<file path="src/rtl/ppf_commutator_seq.sv">
// Polyphase filterbank input commutator: steps samples across branches R-1..0,
// one frame per R samples, with frame-boundary ratio updates and FIR backpressure.
module ppf_commutator_seq #(
  parameter int unsigned MAX_BRANCH = 64,
  parameter int unsigned DEF_RATIO  = 8,
  parameter int unsigned IDX_W      = 6
) (
  input  logic             clk_i,
  input  logic             rst_i,
  input  logic             en_i,
  input  logic [9:0]       cfg_ratio_i,
  input  logic             cfg_valid_i,
  output logic             cfg_ready_o,
  output logic             cfg_err_o,
  input  logic             s_valid_i,
  output logic             s_ready_o,
  input  logic             fir_busy_i,
  output logic             branch_we_o,
  output logic [IDX_W-1:0] branch_idx_o,
  output logic             frame_done_o,
  output logic [15:0]      frame_cnt_o
);

  // Ratio registers are one bit wider than the index so MAX_BRANCH itself fits.
  localparam int unsigned RW = IDX_W + 1;

  typedef enum logic [1:0] {StIdle, StRun, StSync} state_e;

  state_e           state_q, state_d;
  logic [RW-1:0]    ratio_q, ratio_d;
  logic [RW-1:0]    pend_q, pend_d;
  logic             pend_v_q, pend_v_d;
  logic [IDX_W-1:0] idx_q, idx_d;
  logic [IDX_W-1:0] widx_q, widx_d;
  logic             we_q, we_d;
  logic             done_q, done_d;
  logic             err_q, err_d;
  logic [15:0]      cnt_q, cnt_d;

  logic hs, last_hs, cfg_hs, cfg_in_range, cfg_ok;

  assign hs           = s_valid_i & s_ready_o;
  assign last_hs      = hs & (idx_q == '0);
  assign cfg_hs       = cfg_valid_i & ~pend_v_q;
  assign cfg_in_range = (cfg_ratio_i >= 10'd2) && (32'(cfg_ratio_i) <= MAX_BRANCH);
  assign cfg_ok       = cfg_hs & cfg_in_range;

  always_ff @(posedge clk_i) begin
    if (rst_i) begin
      state_q <= StIdle;
    end else begin
      state_q <= state_d;
    end
  end

  always_comb begin
    state_d = state_q;
    unique case (state_q)
      StIdle: if (!pend_v_q && en_i) state_d = StRun;
      // A config landing on the branch-0 handshake must also break the run.
      StRun:  if (last_hs && (fir_busy_i || pend_v_q || !en_i || cfg_ok)) state_d = StSync;
      StSync: if (!fir_busy_i) state_d = en_i ? StRun : StIdle;
      default: state_d = StIdle;
    endcase
  end

  always_comb begin
    ratio_d  = ratio_q;
    pend_d   = pend_q;
    pend_v_d = pend_v_q;
    idx_d    = idx_q;
    err_d    = err_q;
    we_d     = hs;
    widx_d   = idx_q;
    done_d   = last_hs;
    cnt_d    = cnt_q + 16'(last_hs);

    unique case (state_q)
      StIdle: begin
        if (pend_v_q) begin
          ratio_d  = pend_q;
          pend_v_d = 1'b0;
        end else if (en_i) begin
          idx_d = IDX_W'(ratio_q - 1'b1);
        end
      end
      StRun: begin
        if (hs) begin
          idx_d = (idx_q != '0) ? idx_q - 1'b1 : IDX_W'(ratio_q - 1'b1);
        end
      end
      StSync: begin
        if (!fir_busy_i) begin
          if (pend_v_q) begin
            ratio_d  = pend_q;
            pend_v_d = 1'b0;
            idx_d    = IDX_W'(pend_q - 1'b1);
          end else begin
            idx_d = IDX_W'(ratio_q - 1'b1);
          end
        end
      end
      default: ;
    endcase

    if (cfg_ok) begin
      pend_d   = RW'(cfg_ratio_i);
      pend_v_d = 1'b1;
      err_d    = 1'b0;
    end else if (cfg_hs) begin
      err_d = 1'b1;
    end
  end

  always_ff @(posedge clk_i) begin
    if (rst_i) begin
      ratio_q  <= RW'(DEF_RATIO);
      pend_q   <= '0;
      pend_v_q <= 1'b0;
      idx_q    <= '0;
      widx_q   <= '0;
      we_q     <= 1'b0;
      done_q   <= 1'b0;
      err_q    <= 1'b0;
      cnt_q    <= '0;
    end else begin
      ratio_q  <= ratio_d;
      pend_q   <= pend_d;
      pend_v_q <= pend_v_d;
      idx_q    <= idx_d;
      widx_q   <= widx_d;
      we_q     <= we_d;
      done_q   <= done_d;
      err_q    <= err_d;
      cnt_q    <= cnt_d;
    end
  end

  always_comb begin
    s_ready_o    = (state_q == StRun);
    cfg_ready_o  = ~pend_v_q;
    cfg_err_o    = err_q;
    branch_we_o  = we_q;
    branch_idx_o = widx_q;
    frame_done_o = done_q;
    frame_cnt_o  = cnt_q;
  end

endmodule
</file>
<file path="config.mk">
export PLATFORM = sky130hd
export DESIGN_NAME = ppf_commutator_seq
export DESIGN_NICKNAME = d
export VERILOG_FILES = /design/src/rtl/ppf_commutator_seq.sv
export SDC_FILE = /design/constraint.sdc
export NUM_CORES = 1
export LEC_CHECK = 0
export CORE_ASPECT_RATIO = 1.5
export CORE_MARGIN = 3
export CORE_UTILIZATION = 40
export CTS_CLUSTER_SIZE = 30
export DETAILED_ROUTE_END_ITERATION = 6
export PLACE_DENSITY = 0.68
export SLEW_MARGIN = 40
export SYNTH_ARGS = -nofsm -noshare
export SYNTH_HDL_FRONTEND = slang
export SYNTH_SLANG_ARGS = --single-unit
</file>
<file path="constraint.sdc">
create_clock -name clk_i -period 3.3 [get_ports clk_i]
set_clock_uncertainty 0.05 [all_clocks]
set_input_delay 0.33 -clock clk_i [delete_from_list [all_inputs] [get_ports clk_i]]
set_output_delay 0.33 -clock clk_i [all_outputs]
set_load 0.01 [all_outputs]
</file>
==> impl_metrics.tcl, run 1 <==
set metrics [dict create \
    async_flop_share_pct 0 \
    cts_resized 0 \
    htree_levels 2 \
    hold-path-endpoint "frame_cnt_o[15]" \
    grtUsageTotal_pct 16.4 \
    drv_cap 0 \
    p_per_area_nw_per_um2 537 \
    instances_no_fill 375 \
    cts_root_buf "clkbuf_8" \
    cts_buffers 5 \
    dieWidth_um 68.0 \
    clockBufferDepth 2 \
    syn_area_per_cell_um2 8.76 \
    yosys.area_share.xor_xnor_pct 8.36 \
    synth-seq-area-share_pct 40.0 \
    drt-pass1-iter-count 4 \
    hold_class "reg -> reg" \
    wl_per_cell_um 13.7 \
    path_clk_slew_ns 0.08 \
    die_area_um2 6730 \
    arrival_ns 2.60 \
    grt_max_degree 30 \
    r2r_setup_slack_ns 0.88 \
    fmax_ghz 0.413 \
    whs_ns 0.461 \
    rows 33 \
    status "finished, final reports clean" \
    worst_slew_pin_slew_ns 0.590 \
    synth.distinct_cells 49 \
    grt_pass1_wl_um 8540 \
    hold_viol 0 \
    total_leakage_power_nw 1.14 \
    final_cell_mix "46 x dfxtp_1, 42 x clkdlybuf4s50_1, 41 x nor2_1" \
    grt_pass1_vias 1845 \
    final_area_um2 2890 \
    path_max_fanout 5 \
    areaGrowthSynthToFinish_pct 25.2 \
    synth_edf_count 0 \
    yosysWarnings 0 \
    final_common_cell "dfxtp_1" \
    vias 1933 \
    syn_inst 263 \
    r2r_cells 10 \
    post-route-util_pct 52.2 \
    synth_compound_area_share_pct 12.2 \
    r2r-end "frame_cnt_o[15]" \
    holdPathStages 2 \
    finalWeightedCongestion 0.933 \
    postCtsSetupBuffers 0 \
    yosys.area_share.simple_pct 23.5 \
    hp-start "frame_cnt_o[15]" \
    critPathLaunchType "register" \
    layout-drive-gt1-share_pct 6.23 \
    routed.top_layer "met4" \
    required_ns 3.48 \
    synth.area.mux_share_pct 6.13 \
    antenna_found_initial 0 \
    chipHeight_um 99.0 \
    place_hpwl_um 3870 \
    core_um2 5530 \
    n_fill_cell 548 \
    overflow 0 \
    fin_tns_setup_ns 0 \
    drv_slew 0 \
    vias_per_cell 5.15 \
    pin_count 43 \
    cts_tree "done" \
    drc 0 \
    r2r_start "idx_q[0]" \
    ir_drop_mv 0.268 \
    met2_length_um 2770 \
    period_share_pct 73.4 \
    finalWirelength_um 5120 \
    grt_setup_unrepaired "no" \
    wl_met3_um 151 \
    antenna_cells 0 \
    synth_fp_nets 289 \
    drtIter0Drc 82 \
    critical_path_class "reg -> reg" \
    initial_core_util_pct 41.7 \
    synth_fa_ha_area_share_pct 5.43 \
    synth_top_family_by_area "simple AND/OR/NAND/NOR gates" \
    postPlaceCellArea_um2 2790 \
    clk_latency_ns 0.30 \
    synth_flop_cell "dfxtp_1" \
    holdBufCountCts 0 \
    port_buffers 42 \
    synth.ff_latch_count 46 \
    endpoint_kind "register" \
    max-slew-margin-rel_pct 60.5 \
    final_nets 330 \
    met1Wirelength_um 2150 \
    antenna_left 0 \
    cts_num_sinks 46 \
    period_minus_slack_ns 2.42 \
    finalSetupViolCount 0 \
    syn_area_um2 2300 \
    place_inst 367 \
]
==> Yosys cell counts (2+ instances only) <==
cell type	instances	area share [%]
a211o_1	2	0.76
a211oi_1	2	0.65
a21oi_1	6	1.3
a221oi_1	3	1.1
a22oi_1	2	0.65
and2_1	2	0.54
and3_1	4	1.1
and4_1	2	0.76
clkbuf_1	8	1.3
dfxtp_1	46	40
ha_1	10	5.4
inv_1	14	2.3
mux2i_1	13	5.6
nand2_1	13	2.1
nand3_1	11	2.4
nand3b_1	2	0.65
nand4_1	3	0.81
nor2_1	41	6.7
nor2b_1	9	2.4
nor3_1	7	1.5
nor3b_1	3	0.98
o211ai_1	2	0.65
o21ai_0	10	2.2
or2_2	2	0.54
or3_1	2	0.54
xnor2_1	4	1.5
xor2_1	18	6.8
==> per-layer routing <==
metal	GRT usage, %	up-vias
met3	3.65	4
met5	0	-
li1	-	992
met2	29.1	32
met1	18.6	905
met4	5.82	0
==> final cells by class <==
| cell class | count | area (um^2) | share of cell area (%) |
|---|---|---|---|
| clock inverter | 1 | 8.76 | 0.303 |
| tap | 70 | 87.6 | 3.03 |
| inverter | 14 | 52.6 | 1.82 |
| clock buffer | 7 | 86.3 | 2.99 |
| multi-input combinational | 192 | 1290 | 44.6 |
| timing repair buffer | 45 | 443 | 15.3 |
| sequential | 46 | 921 | 31.9 |
==> worst max-delay path: stages (launching register included) <==
cell and delay [ns]:
dfxtp_1 0.34, inv_1 0.13, ha_1 0.18, nor2b_1 0.25, nand3_1 0.14, nor2_1 0.12
ha_1 0.23, and4_1 0.29, nand3_1 0.14, or3_1 0.33, a21oi_1 0.14
==> worst max-delay path by stage <==
| stage | startpoint | end | slack [ns] | cells after the start |
|---|---|---|---|---|
| after floorplan | idx_q[0] | frame_cnt_o[14] | 0.93 | 12 |
| after global placement | cfg_ratio_i[3] | state_q[0] | 0.77 | 6 |
| after detailed placement | cfg_ratio_i[3] | pend_q[2] | 0.76 | 6 |
| after CTS | idx_q[0] | frame_cnt_o[15] | 0.89 | 10 |
| after global routing | idx_q[0] | frame_cnt_o[15] | 0.66 | 10 |
| final | idx_q[0] | frame_cnt_o[15] | 0.88 | 10 |
==> state kept, by name (all words and copies together) (netlist names) <==
| signal | cells |
|---|---|
| frame_cnt_o | 16 |
| ratio_q | 6 |
| pend_q | 6 |
| cfg_err_o | 1 |
| state_q | 2 |
| pend_v_q | 1 |
| frame_done_o | 1 |
| branch_idx_o | 6 |
| branch_we_o | 1 |
| idx_q | 6 |
==> power breakdown <==
part	switching (W)	total (W)	internal (W)	leakage (nW)
clock	0.000193	0.000366	0.000173	0.0489
combinational	0.000309	0.000550	0.000242	0.714
sequential	0.0000327	0.000634	0.000601	0.373
==> kinds of logic (layout without fill, tap and decap cells) <==
kind of cell    Yosys count  in the layout
simple gates            107            107
flops                    46             46
compound gates           39             39
buf+inv                  25             67
xor+xnor                 22             22
mux                      14             14
fa+ha+maj                10             10
==> through the flow <==
step / setup slack, ns / total power [W]
finish: 0.878 / 0.00155
CTS: 0.888 / 0.00156
global route: 0.662 / 0.00165
detailed placement: 0.755 / 0.00119
floorplan: 0.934 / 0.00101
global placement: 0.770 / 0.00118
Note: power is estimated with default switching activity, not from simulation.
==> run 2: changes to the inputs <==
PLACE_DENSITY = 0.7   (was 0.68)
clock period = 2.01 ns   (was 3.3 ns; I/O delays follow)
==> run 2 against run 1 <==
Design area rose by 14%. Register-to-register slack worse by 0.87 ns. Clock power increased by 96%. Critical path type unchanged.
==> impl_metrics.tcl, run 2 (synthesis results as in run 1) <==
set metrics [dict create \
    clockPowerShare_pct 23.5 \
    grt_pass1_vias 1965 \
    overflow 0 \
    n_fill_cell 499 \
    sw_frac_of_total_pct 34.0 \
    cts_num_sinks 46 \
    drc 0 \
    grt_max_degree 20 \
    status "finished, final reports clean" \
    drv_slew 0 \
    drt-pass1-iter-count 4 \
    pin_count 43 \
    path_buf_inv 1 \
    finalWirelength_um 5660 \
    cp_common_cell "ha_4" \
    seqPwrFrac_pct 34.1 \
    core_um2 5530 \
    critical_path_class "reg -> reg" \
    htree_levels 2 \
    cts_buffers 5 \
    p_per_area_nw_per_um2 927 \
    vias_per_cell 5.21 \
    period_share_pct 99.4 \
    drv_cap 0 \
    wl_per_cell_um 13.9 \
    clk_latency_ns 0.30 \
    power.internal_w 0.00201 \
    fmax_ghz 0.500 \
    worst_slew_pin_slew_ns 0.405 \
    place_inst 395 \
    path_max_fanout 4 \
    required_ns 2.20 \
    grt_setup_unrepaired "yes" \
    critPathLaunchType "register" \
    cts_tree "done" \
    antenna_cells 0 \
    drtIter0Drc 111 \
    clockBufferDepth 2 \
    antenna_left 0 \
    antenna_found_initial 0 \
    crit_family "simple AND/OR/NAND/NOR gates" \
    largest_register_ffs 16 \
    grt_pass1_wl_um 8890 \
    cp_slowest_cell "dfxtp_2" \
    switching_power_w 0.00104 \
    final_cell_mix "42 x dfxtp_1, 42 x clkdlybuf4s50_1, 40 x nor2_1" \
    vias 2116 \
    layout-drive-gt1-share_pct 21.4 \
    setup_ws_ns 0.0118 \
    grtUsageTotal_pct 17.0 \
    crit_chain "inv_2 > ha_4 > nor2b_4 > nand3_4 > nor2_4 > ha_4 > and4_4 > nand3_2 > or3_4 > a21oi_2" \
    endpoint_kind "register" \
    chipHeight_um 99.0 \
    port_buffers 42 \
    die_area_um2 6730 \
    dp_slack_ns -0.283 \
    rows 33 \
    holdBufCountCts 0 \
    max-slew-margin-rel_pct 72.9 \
    hold_class "reg -> reg" \
    finalSetupViolCount 0 \
    finalWeightedCongestion 0.849 \
    place_hpwl_um 4210 \
    initial_core_util_pct 41.7 \
    slowest_delay_ns 0.33 \
    path_clk_slew_ns 0.09 \
    p_comb_share_pct 42.4 \
    fin_tns_setup_ns 0 \
    hold_viol 0 \
    final_nets 361 \
    areaGrowthSynthToFinish_pct 42.7 \
    dieWidth_um 68.0 \
    total_leakage_power_nw 1.31 \
    ir_drop_mv 0.524 \
    arrival_ns 2.19 \
    cts_root_buf "clkbuf_8" \
    period_minus_slack_ns 2.00 \
    instances_no_fill 406 \
]
-- run 2: changes by cell type in the layout (fill, tap and decap cells not counted), moves of 2 or more --
| cell | before | now |
|---|---|---|
| inv_2 | 0 | 2 |
| dfxtp_2 | 0 | 4 |
| nand3_2 | 0 | 2 |
| ha_4 | 0 | 3 |
| ha_1 | 10 | 7 |
| inv_1 | 14 | 12 |
| buf_4 | 3 | 33 |
| nand3_1 | 11 | 8 |
| dfxtp_1 | 46 | 42 |
-- run 2: metrics by stage --
step | total power [W] | hold WS (ns) | utilization [%] | instance area, um^2
2_1_floorplan | 0.00175 | 0.234 | - | 2380
3_3_place_gp | 0.00220 | 0.421 | 55.5 | 3070
3_5_place_dp | 0.00221 | 0.433 | 55.5 | 3070
4_1_cts | 0.00296 | 0.447 | 58.1 | 3220
5_1_grt | 0.00321 | 0.468 | 59.5 | 3290
6_report | 0.00305 | 0.442 | 59.5 | 3290
-- run 2: layout make-up --
type / count / area (um^2) / share of cell area (%)
flip-flops and latches: 46 / 926 / 28.1
clock buffers: 5 / 68.8 / 2.09
inverters: 14 / 52.6 / 1.60
multi-input cells: 192 / 1420 / 43.1
clock inverters: 3 / 48.8 / 1.48
well taps: 70 / 87.6 / 2.66
repair buffers: 76 / 688 / 20.9
-- run 2: timing repair --
item,CTS,global route
gates cloned,0,0
resized for setup,4,12
pin swaps,0,8
buffers inserted,1,2
setup endpoints to repair,11,11
hold endpoints to repair,0,0
-- run 2: tightest hold or removal path, cell delays in order (launching register included) --
cell     delay, ns
dfxtp_2       0.35
nand2_1       0.06
mux2i_1       0.05
-- run 2: per-layer routing --
layer / share of wire [%] / vias to the layer above / global-route usage, %
met5: 0 / - / 0
met4: 1.5 / 0 / 5.05
met3: 3.0 / 7 / 3.65
met2: 55 / 47 / 31.4
met1: 41 / 1007 / 18.7
li1: - / 1055 / -
-- run 2: power groups by stage --
stage	clock network [W]	logic, W	registers (W)
floorplan	0	0.000676	0.00107
global placement	0	0.00114	0.00105
detailed placement	0	0.00115	0.00106
CTS	0.000728	0.00119	0.00104
global route	0.000764	0.00140	0.00105
finish	0.000716	0.00129	0.00104
-- run 2: final timing paths --
kind	end	cells after the start	slack [ns]	startpoint
max reg2reg	frame_cnt_o[15]	10	0.01	idx_q[1]
max	frame_cnt_o[15]	10	0.01	idx_q[1]
min reg2reg	state_q[0]	2	0.44	state_q[0]
min	state_q[0]	2	0.44	state_q[0]
==> run 3: changes to the inputs <==
--- a/config.mk
+++ b/config.mk
@@ -6,10 +6,12 @@
 export NUM_CORES = 1
 export LEC_CHECK = 0
+export CELL_PAD_IN_SITES_DETAIL_PLACEMENT = 0
+export CELL_PAD_IN_SITES_GLOBAL_PLACEMENT = 1
 export CORE_ASPECT_RATIO = 1.5
 export CORE_MARGIN = 3
-export CORE_UTILIZATION = 40
+export CORE_UTILIZATION = 35
 export CTS_CLUSTER_SIZE = 30
 export DETAILED_ROUTE_END_ITERATION = 6
-export PLACE_DENSITY = 0.7
+export PLACE_DENSITY = 0.79
 export SLEW_MARGIN = 40
 export SYNTH_ARGS = -nofsm -noshare
==> constraint.sdc (replaced) <==
create_clock -name clk_i -period 2.01 [get_ports clk_i]
set_clock_uncertainty 0.05 [all_clocks]
set_input_delay 0.3015 -clock clk_i [delete_from_list [all_inputs] [get_ports clk_i]]
set_output_delay 0.3015 -clock clk_i [all_outputs]
set_load 0.01 [all_outputs]
==> run 3 against run 2 <==
The flow now finishes with violations (setup timing). Design area increased by 2.1%. Wire length increased by 3.1%. Sequential cell count is the same. Core utilization shrank 5.8 points. Global-route usage is 1.3 points lower. Via count is 1.3% lower. Critical endpoint is now state_q[1].
==> impl_metrics.tcl, run 3 (synthesis results as in run 1) <==
set metrics [dict create \
    max-slew-margin-rel_pct 69.7 \
    final_cell_mix "43 x dfxtp_1, 40 x nor2_1, 38 x clkdlybuf4s50_1" \
    drtIter0Drc 115 \
    core_um2 6260 \
    status "complete, but fails checks" \
    chipHeight_um 105 \
    clk_latency_ns 0.30 \
    clockBufferDepth 2 \
    ir_drop_mv 0.433 \
    cts_num_sinks 46 \
    dieWidth_um 72.3 \
    drv_slew 0 \
    pin_count 43 \
    whs_ns 0.419 \
    regArea_um2 925 \
    post-route-util_pct 53.6 \
    layout-drive-gt1-share_pct 22.8 \
    drv_cap 0 \
    htree_levels 2 \
    grt_pass1_vias 2059 \
    violations "setup timing" \
    vias 2089 \
    wl_per_cell_um 14.0 \
    finalWirelength_um 5830 \
    hold_viol 0 \
    setup_ws_ns -0.0134 \
    worst_slew_pin_slew_ns 0.453 \
    antenna_cells 0 \
    instances_no_fill 416 \
    period_minus_slack_ns 2.02 \
    antenna_left 0 \
    finalSetupViolCount 2 \
    grt_max_degree 16 \
    die_area_um2 7610 \
    endpoint_kind "register" \
    path_clk_slew_ns 0.09 \
    overflow 0 \
    hold_class "in -> reg" \
    grt_pass1_wl_um 9590 \
    areaGrowthSynthToFinish_pct 45.8 \
    seqPwrFrac_pct 35.9 \
    final_nets 367 \
    port_buffers 42 \
    cts_root_buf "clkbuf_8" \
    holdBufCountCts 0 \
    drc 0 \
    multi_input_area_um2 1440 \
    final_common_cell "dfxtp_1" \
    period_share_pct 101 \
    fmax_ghz 0.494 \
    fin_tns_setup_ns -0.0200 \
    postPlaceCellArea_um2 3100 \
    p_per_area_nw_per_um2 860 \
    drt-pass1-iter-count 4 \
    place_hpwl_um 4290 \
    antenna_found_initial 0 \
    path_max_fanout 3 \
    largest_register_ffs 16 \
    final_area_um2 3360 \
    cts_tree "done" \
    place_inst 402 \
    initial_core_util_pct 36.8 \
    finalWeightedCongestion 0.851 \
    vias_per_cell 5.02 \
    required_ns 2.15 \
    grt_setup_unrepaired "yes" \
    n_fill_cell 590 \
    rows 35 \
    critical_path_class "in -> reg" \
    grtUsageTotal_pct 15.8 \
    total_leakage_power_nw 1.36 \
    power.internal_w 0.00187 \
    clockPowerShare_pct 19.9 \
    sw_frac_of_total_pct 35.2 \
    critPathLaunchType "input pin" \
    cts_buffers 5 \
    switching_power_w 0.00102 \
    arrival_ns 2.16 \
    p_comb_share_pct 44.2 \
]
run 3: cell count changes in the layout (fill, tap and decap cells not counted), moves of 2 or more:
cell,before,now
dlygate4sd2_1,0,4
clkinv_2,0,2
clkdlybuf4s50_1,42,38
buf_4,33,37
run 3: repair_timing:
action                                  in CTS  in global routing
pin swaps                                    3                  6
gates resized for setup                     11                 11
endpoints found under the setup margin      12                 17
buffers inserted                             1                  4
gates cloned                                 1                  0
hold endpoints to repair                     0                  0
run 3: cell type report:
type | count | area share [%]
clock buffers | 5 | 2.05
well taps | 74 | 2.76
multi-input cells | 192 | 42.8
repair buffers | 82 | 22.8
inverters | 14 | 1.56
clock inverters | 3 | 0.559
flip-flops and latches | 46 | 27.5
run 3: stage by stage:
stage / power [W] / setup slack, ns
after floorplan: 0.00175 / -0.0171
after global placement: 0.00220 / -0.349
after detailed placement: 0.00222 / -0.376
after CTS: 0.00282 / 0.00966
after global routing: 0.00307 / -0.0885
final: 0.00289 / -0.0134
run 3: power groups by stage:
stage          logic (W)  registers [W]  clock network [W]
6_report         0.00128        0.00104           0.000575
5_1_grt          0.00140        0.00105           0.000625
4_1_cts          0.00120        0.00104           0.000589
3_5_place_dp     0.00116        0.00105                  0
3_3_place_gp     0.00115        0.00105                  0
2_1_floorplan   0.000676        0.00107                  0
run 3: path summary, 6_finish.rpt:
| kind | start | end | slack [ns] | cells past startpoint |
|---|---|---|---|---|
| setup / recovery | cfg_ratio_i[3] | state_q[1] | -0.01 | 7 |
| hold / removal | cfg_ratio_i[3] | pend_q[3] | 0.42 | 4 |
| setup reg to reg | idx_q[1] | frame_cnt_o[15] | -0.01 | 10 |
| hold reg to reg | idx_q[4] | idx_q[4] | 0.47 | 2 |
run 3: metal layers:
layer | wire, um | GRT usage (%) | up-vias
li1 | - | - | 1065
met1 | 2390 | 18.1 | 974
met2 | 3190 | 28.6 | 43
met3 | 168 | 2.86 | 7
met4 | 83 | 5.24 | 0
met5 | 0 | 0 | -
run 3: critical path: stages:
cell and delay [ns]:
dlygate4sd2_1 0.24, or4_4 0.57, o21ba_4 0.24, o211a_4 0.26
buf_12 0.13, o41ai_4 0.32, a211oi_2 0.10
